**src/rtl/keypad_scan_queue.sv**
```systemverilog
// ---------------------------------------------------------------------------
// keypad_scan_queue
//
// Matrix-keypad scanner with per-key debounce and a press-event queue.
// One row is driven low at a time for SCAN_DIV clocks. At the last clock of
// that dwell (the "tick") the active-low column inputs are sampled for the
// driven row, and then the next row is selected. Every key has its own
// debounce counter. A debounced 0->1 transition becomes a press event.
// Press events go into a small FIFO that the consumer drains with a
// valid/ready handshake. Releases are tracked in key_pressed but are never
// queued.
//
// Ports
//   clock          in   system clock
//   reset          in   asynchronous, active-low reset
//   keyPad_col     in   [COLS-1:0]  column sense, active-low
//   keyPad_row     out  [ROWS-1:0]  row drive, one-hot active-low
//   key_valid      out  queue head holds an event
//   key_code       out  [CW-1:0]    head key index (row*COLS+col), 0 when empty
//   key_ready      in   consumer accepts the head this cycle
//   key_pressed    out  [ROWS*COLS-1:0] debounced level of every key
//   overflow       out  sticky flag: a press event was dropped
//   clear_overflow in   synchronous clear of overflow
//
// Handshake: key_valid/key_code come straight from registers. The head is
// consumed on any clock edge where key_valid && key_ready. While key_valid is
// high and key_ready is low, key_code holds its value. key_ready is ignored
// while the queue is empty. A pushed event appears on key_valid the cycle
// after the push.
// ---------------------------------------------------------------------------
module keypad_scan_queue #(
  parameter int ROWS       = 4,
  parameter int COLS       = 4,
  parameter int SCAN_DIV   = 500,
  parameter int DEBOUNCE   = 3,
  parameter int FIFO_DEPTH = 4,
  localparam int KEYS      = ROWS * COLS,
  localparam int CW        = (KEYS > 1) ? $clog2(KEYS) : 1
) (
  input  logic            clock,
  input  logic            reset,
  input  logic [COLS-1:0] keyPad_col,
  output logic [ROWS-1:0] keyPad_row,
  output logic            key_valid,
  output logic [CW-1:0]   key_code,
  input  logic            key_ready,
  output logic [KEYS-1:0] key_pressed,
  output logic            overflow,
  input  logic            clear_overflow
);

  localparam int PW = (SCAN_DIV > 1) ? $clog2(SCAN_DIV) : 1;
  localparam int RW = (ROWS > 1) ? $clog2(ROWS) : 1;
  localparam int DW = $clog2(DEBOUNCE + 1);
  localparam int AW = $clog2(FIFO_DEPTH);

  // -------------------------------------------------------------------------
  // Row scan: prescaler and row select
  // -------------------------------------------------------------------------
  logic [PW-1:0]   prescaler;
  logic            tick;
  logic [RW-1:0]   row_idx;
  logic [RW-1:0]   row_next;
  logic [ROWS-1:0] row_drive;

  assign tick       = (prescaler == PW'(SCAN_DIV - 1));
  assign row_next   = (row_idx == RW'(ROWS - 1)) ? '0 : row_idx + RW'(1);
  assign keyPad_row = row_drive;

  always_ff @(posedge clock or negedge reset) begin
    if (!reset) begin
      prescaler <= '0;
      row_idx   <= '0;
      row_drive <= ~ROWS'(1);
    end else if (tick) begin
      prescaler <= '0;
      row_idx   <= row_next;
      // The drive is registered alongside row_idx, so the pins move on the
      // cycle after the tick. The current row is sampled on the tick first.
      row_drive <= ~(ROWS'(1) << row_next);
    end else begin
      prescaler <= prescaler + PW'(1);
    end
  end

  // -------------------------------------------------------------------------
  // Per-key debounce. Only the keys of the driven row change, and only on
  // the tick.
  // -------------------------------------------------------------------------
  logic [COLS-1:0] raw;
  logic [DW-1:0]   cnt      [KEYS];
  logic [DW-1:0]   cnt_next [KEYS];
  logic [KEYS-1:0] pressed_next;
  logic [COLS-1:0] rise;

  assign raw = ~keyPad_col;

  always_comb begin
    int base;
    int k;
    base         = int'(row_idx) * COLS;
    k            = 0;
    pressed_next = key_pressed;
    cnt_next     = cnt;
    rise         = '0;
    if (tick) begin
      for (int c = 0; c < COLS; c++) begin
        k = base + c;
        if (raw[c] == key_pressed[k]) begin
          // A sample that agrees with the debounced level cancels any
          // progress toward a toggle.
          cnt_next[k] = '0;
        end else if (cnt[k] == DW'(DEBOUNCE - 1)) begin
          cnt_next[k]     = '0;
          pressed_next[k] = ~key_pressed[k];
          rise[c]         = raw[c];
        end else begin
          cnt_next[k] = cnt[k] + DW'(1);
        end
      end
    end
  end

  always_ff @(posedge clock or negedge reset) begin
    if (!reset) begin
      key_pressed <= '0;
      for (int i = 0; i < KEYS; i++) begin
        cnt[i] <= '0;
      end
    end else begin
      key_pressed <= pressed_next;
      cnt         <= cnt_next;
    end
  end

  // -------------------------------------------------------------------------
  // Event generation. New presses of the sampled row are parked in a column
  // mask together with that row's index, because row_idx has already moved
  // on. The mask is drained one column per cycle, lowest column first. The
  // minimum dwell of COLS+2 clocks empties the mask before the next tick.
  // -------------------------------------------------------------------------
  logic [COLS-1:0] pend;
  logic [COLS-1:0] pend_low;
  logic [RW-1:0]   pend_row;
  logic            push;
  logic [CW-1:0]   push_code;

  assign push     = |pend;
  assign pend_low = pend & (~pend + COLS'(1));

  always_comb begin
    int col_sel;
    col_sel = 0;
    for (int c = COLS - 1; c >= 0; c--) begin
      if (pend[c]) begin
        col_sel = c;
      end
    end
    push_code = CW'(int'(pend_row) * COLS + col_sel);
  end

  always_ff @(posedge clock or negedge reset) begin
    if (!reset) begin
      pend     <= '0;
      pend_row <= '0;
    end else if (tick) begin
      pend     <= rise;
      pend_row <= row_idx;
    end else begin
      pend     <= pend & ~pend_low;
    end
  end

  // -------------------------------------------------------------------------
  // Event FIFO. When the queue is full, a push and a pop on the same edge
  // both happen. The new entry lands in the slot being freed.
  // -------------------------------------------------------------------------
  logic [CW-1:0] mem [FIFO_DEPTH];
  logic [AW-1:0] wr_ptr;
  logic [AW-1:0] rd_ptr;
  logic [AW:0]   count;
  logic          empty;
  logic          full;
  logic          pop;
  logic          do_push;
  logic          drop;

  assign empty   = (count == '0);
  assign full    = (count == (AW+1)'(FIFO_DEPTH));
  assign pop     = !empty && key_ready;
  assign do_push = push && (!full || pop);
  assign drop    = push && full && !pop;

  always_ff @(posedge clock) begin
    if (do_push) begin
      mem[wr_ptr] <= push_code;
    end
  end

  always_ff @(posedge clock or negedge reset) begin
    if (!reset) begin
      wr_ptr <= '0;
      rd_ptr <= '0;
      count  <= '0;
    end else begin
      if (do_push) begin
        wr_ptr <= wr_ptr + AW'(1);
      end
      if (pop) begin
        rd_ptr <= rd_ptr + AW'(1);
      end
      count <= count + (AW+1)'(do_push) - (AW+1)'(pop);
    end
  end

  assign key_valid = !empty;
  assign key_code  = empty ? '0 : mem[rd_ptr];

  // -------------------------------------------------------------------------
  // Sticky overflow. A drop in the same cycle as a clear leaves the flag set.
  // -------------------------------------------------------------------------
  always_ff @(posedge clock or negedge reset) begin
    if (!reset) begin
      overflow <= 1'b0;
    end else if (drop) begin
      overflow <= 1'b1;
    end else if (clear_overflow) begin
      overflow <= 1'b0;
    end
  end

endmodule

```
**config.mk**
```make
export PLATFORM = sky130hd
export DESIGN_NAME = keypad_scan_queue
export DESIGN_NICKNAME = d
export VERILOG_FILES = /design/src/rtl/keypad_scan_queue.sv
export SDC_FILE = /design/constraint.sdc
export NUM_CORES = 1
export LEC_CHECK = 0
export ABC_AREA = 1
export CAP_MARGIN = 20
export CORE_MARGIN = 3
export CORE_UTILIZATION = 40
export CTS_BUF_LIST = sky130_fd_sc_hd__clkbuf_4
export CTS_CLUSTER_SIZE = 16
export DETAILED_ROUTE_END_ITERATION = 8
export SLEW_MARGIN = 25
export SYNTH_ARGS = -nofsm -noshare
export SYNTH_HDL_FRONTEND = slang
export SYNTH_SLANG_ARGS = --single-unit
export TNS_END_PERCENT = 20
```
**constraint.sdc**
```tcl
create_clock -name clock -period 5.6 [get_ports clock]
set_clock_uncertainty 0.05 [all_clocks]
set_input_delay 1.12 -clock clock [delete_from_list [all_inputs] [get_ports clock]]
set_output_delay 1.12 -clock clock [all_outputs]
set_load 0.01 [all_outputs]
```
==> impl_results.md <==
- Top Ports: 34
- Total number of vias: 5,169
- Layout filler cell count: 1,412
- Length in cells of the worst reg-to-reg path: 10
- Drt drc: 0
- Post-synthesis share of cell area spent on xor and xnor gates: 0.742%
- Fraction of the yosys area taken by sequential cells: 40.9%
- CP max FO: 18
- Number of buffers added by the clock tree synthesis step: 9
- Final number of max-transition violations: 0
- Yosys cell types: 35
- Total number of clock tree sinks: 93
- Adder-Cell Fraction of Synth Area: 4.37%
- Worst setup endpoint: cnt[14]$_DFFE_PN0P_
- Buffer type at the clock tree root: sky130_fd_sc_hd__clkbuf_4
- Buffer depth of the longest clock path: 2
- Register-to-register path setup slack: 2.35 ns
- Worst slack on hold paths: 0.419 ns
- Clock latency at the later pin of the worst-skew pair: 0.49 ns
- Detailed Route Iter0 Violations: 410
- Worst IR drop on VDD: 0.000161 V
- Syn Inst Count: 790
- Area growth from synthesis to final layout: 7.70%
- Wire length of the first global-routing pass: 24,700 um
- Global route overflow: 0
- Multiplexer area fraction after synthesis: 0%
- First element of the critical path: row_idx[1]$_DFFE_PN0P_
- Average size of a mapped cell: 7.47 um^2
- WL final: 15,100 um
- Effective utilization at floorplan: 41.7%
- Post-route fraction of the period consumed by the critical path: 58.1%
- Data required, critical path: 5.94 ns
- Number of nets in the layout: 828
- Leading cell type in the layout, fill and taps excluded: sky130_fd_sc_hd__nand2_1
- Die outline width: 127 um
- Router iterations before antenna repair: 5
- Port Buffer Count: 33
- Die outline height: 127 um
- Critical Path AT: 3.59 ns
- Routability Congestion: 0.871
- Cell repeated most along the worst path: sky130_fd_sc_hd__nand2_1
- Number of cells upsized or downsized after cts: 0
- Leakage power: 3.07 nW
- Residual antenna-violating net count after detailed routing: 0
- Core region area: 14,100 um^2
- H-tree level count: 3
- Hold buffers post-CTS: 0
- Clock tree from TritonCTS: built
- Flip-flop and latch count after synthesis: 93
- Main combinational cell family by area after synthesis: simple AND/OR/NAND/NOR gates
- Area fraction in and, or, nand and nor cells after synthesis: 36.9%
- Full die area: 16,200 um^2
- Post-CTS setup buffer count: 0
- Worst path cell trace: inv_2 > nand3_1 > nand2_1 > ha_1 > inv_1 > nand3_1 > nand2_1 > nand2_1 > nand2_1 > nand2_1
- GRT Total Usage: 19.0%
- Count of endpoints failing setup in the final report: 0
- Summed instance area of the synthesized netlist: 5900 um^2
- Vias in the first global route: 4,831
- Total of warnings raised by yosys: 0
- Share of layout cells above drive strength 1: 7.83%
- Number of antenna repair diodes: 0
- Reg clk slew, reported paths: 0.16 ns
- Outcome: finished, final reports clean
- Utilization after layout: 44.9%
- Reg-to-reg startpoint: row_idx[1]$_DFFE_PN0P_
- End of the worst register-to-register path: cnt[14]$_DFFE_PN0P_
- Highest-delay cell along the critical path: sky130_fd_sc_hd__dfrtp_1
- Via density: 5.25
- Highest-count cells in the layout ignoring fill and taps: sky130_fd_sc_hd__nand2_1, sky130_fd_sc_hd__nand3_1, sky130_fd_sc_hd__dfrtp_1, sky130_fd_sc_hd__inv_1, sky130_fd_sc_hd__nor2_1
- Setup repair after global routing missed its margin: false
- Average routed wire per standard cell: 15.3 um
- Max Clock Freq: 0.308 GHz
- Worst max-slew margin expressed relative to the limit: 42.3%
- Final count of hold timing violations: 0
- Launching element type of the critical path: flop
- Worst hold path class: flop to flop
- Total nets after synthesis: 818
- Power density cells: 216 nW/um^2
- Antenna violations before repair: 0
- Worst slew pin tran: 0.866 ns
- Total half-perimeter wirelength after legalization and detailed placement: 10,100 um
- Setup tns final: 0 ns
- Delay of the slowest cell on the worst path: 0.93 ns
- FP Rows: 43
- Compound-gate portion of the synthesized area: 8.27%
- Critical path endpoint category: flop
- Maximum number of pins on one net before global-route repair: 78
- Worst setup path category: flop to flop
- Number of max-cap violations: 0
- Final Critical Period: 3.25 ns
[where the power goes]
part / switching [W] / internal (W)
Clock: 0.000262 / 0.000143
Sequential: 0.0000294 / 0.000709
Combinational: 0.000123 / 0.000106
[registers in the layout (all words and copies together), names as in the netlist, 3 cells and up]
register     count
prescaler        9
count            3
cnt             32
mem             16
key_pressed     16
pend             4
keyPad_row       4
[cells by family (layout without fill, tap and decap cells)]
group	after synthesis	count (layout)
fa+ha+maj	20	20
simple gates	473	473
buf+inv	104	119
xor+xnor	5	5
flops	93	93
compound gates	95	95
[cell usage after synthesis, drive strengths merged]
master,number,area [um^2]
nand2,273,1110
nand3,125,711
o21ai,77,385
dfrtp,74,1850
inv,69,262
nor2,64,287
buf,25,223
ha,19,238
edfxtp,16,480
a21oi,10,50.1
clkbuf,10,37.5
nand4,5,31.3
o22ai,5,31.3
nor3,4,25.0
xor2,4,35.0
dfstp,3,78.8
o31ai,2,15.0
a31oi,1,6.26
and3,1,6.26
fa,1,20.0
or2,1,6.26
xnor2,1,8.76
[worst max-delay path: cells and delay by family, from the launching register on]
| family | cells | cell delay [ns] |
|---|---|---|
| simple gates | 7 | 1.05 |
| flops | 1 | 0.93 |
| buf+inv | 2 | 0.77 |
| fa+ha+maj | 1 | 0.34 |
[area by class of cell]
type	count	area, um^2	area share, %
inverters	69	262	4.12
repair buffers	34	339	5.34
clock inverters	7	82.6	1.30
clock buffers	9	67.6	1.06
multi-input cells	593	2970	46.7
flip-flops and latches	93	2410	38.0
well taps	180	225	3.55
[stage by stage]
stage | total power, W | instance area [um^2] | std cells | setup WS, ns
2_1_floorplan | 0.000886 | 5900 | 790 | 3.01
3_3_place_gp | 0.000972 | 6200 | 969 | 2.44
3_5_place_dp | 0.000982 | 6200 | 969 | 2.42
4_1_cts | 0.00139 | 6350 | 985 | 2.35
5_1_grt | 0.00145 | 6350 | 985 | 2.14
6_report | 0.00137 | 6350 | 985 | 2.35
[worst min-delay path by stage]
stage | to | depth (start not counted) | startpoint | slack, ns
final | prescaler[0]$_DFF_PN0_ | 1 | prescaler[0]$_DFF_PN0_ | 0.42
after floorplan | prescaler[0]$_DFF_PN0_ | 1 | prescaler[0]$_DFF_PN0_ | 0.38
after global routing | prescaler[0]$_DFF_PN0_ | 1 | prescaler[0]$_DFF_PN0_ | 0.44
after detailed placement | prescaler[0]$_DFF_PN0_ | 1 | prescaler[0]$_DFF_PN0_ | 0.40
after global placement | prescaler[0]$_DFF_PN0_ | 1 | prescaler[0]$_DFF_PN0_ | 0.40
after CTS | prescaler[0]$_DFF_PN0_ | 1 | prescaler[0]$_DFF_PN0_ | 0.42
[layer usage]
metal / track usage [%] / wire length (um) / part of all wire [%] / vias to the layer above
li1: - / - / - / 2598
met1: 26.7 / 7250 / 48 / 2390
met2: 29.0 / 6730 / 45 / 150
met3: 3.05 / 681 / 4.5 / 31
met4: 7.76 / 413 / 2.7 / 0
met5: 0 / 0 / 0 / -
Note: power is estimated with default switching activity, not from simulation.
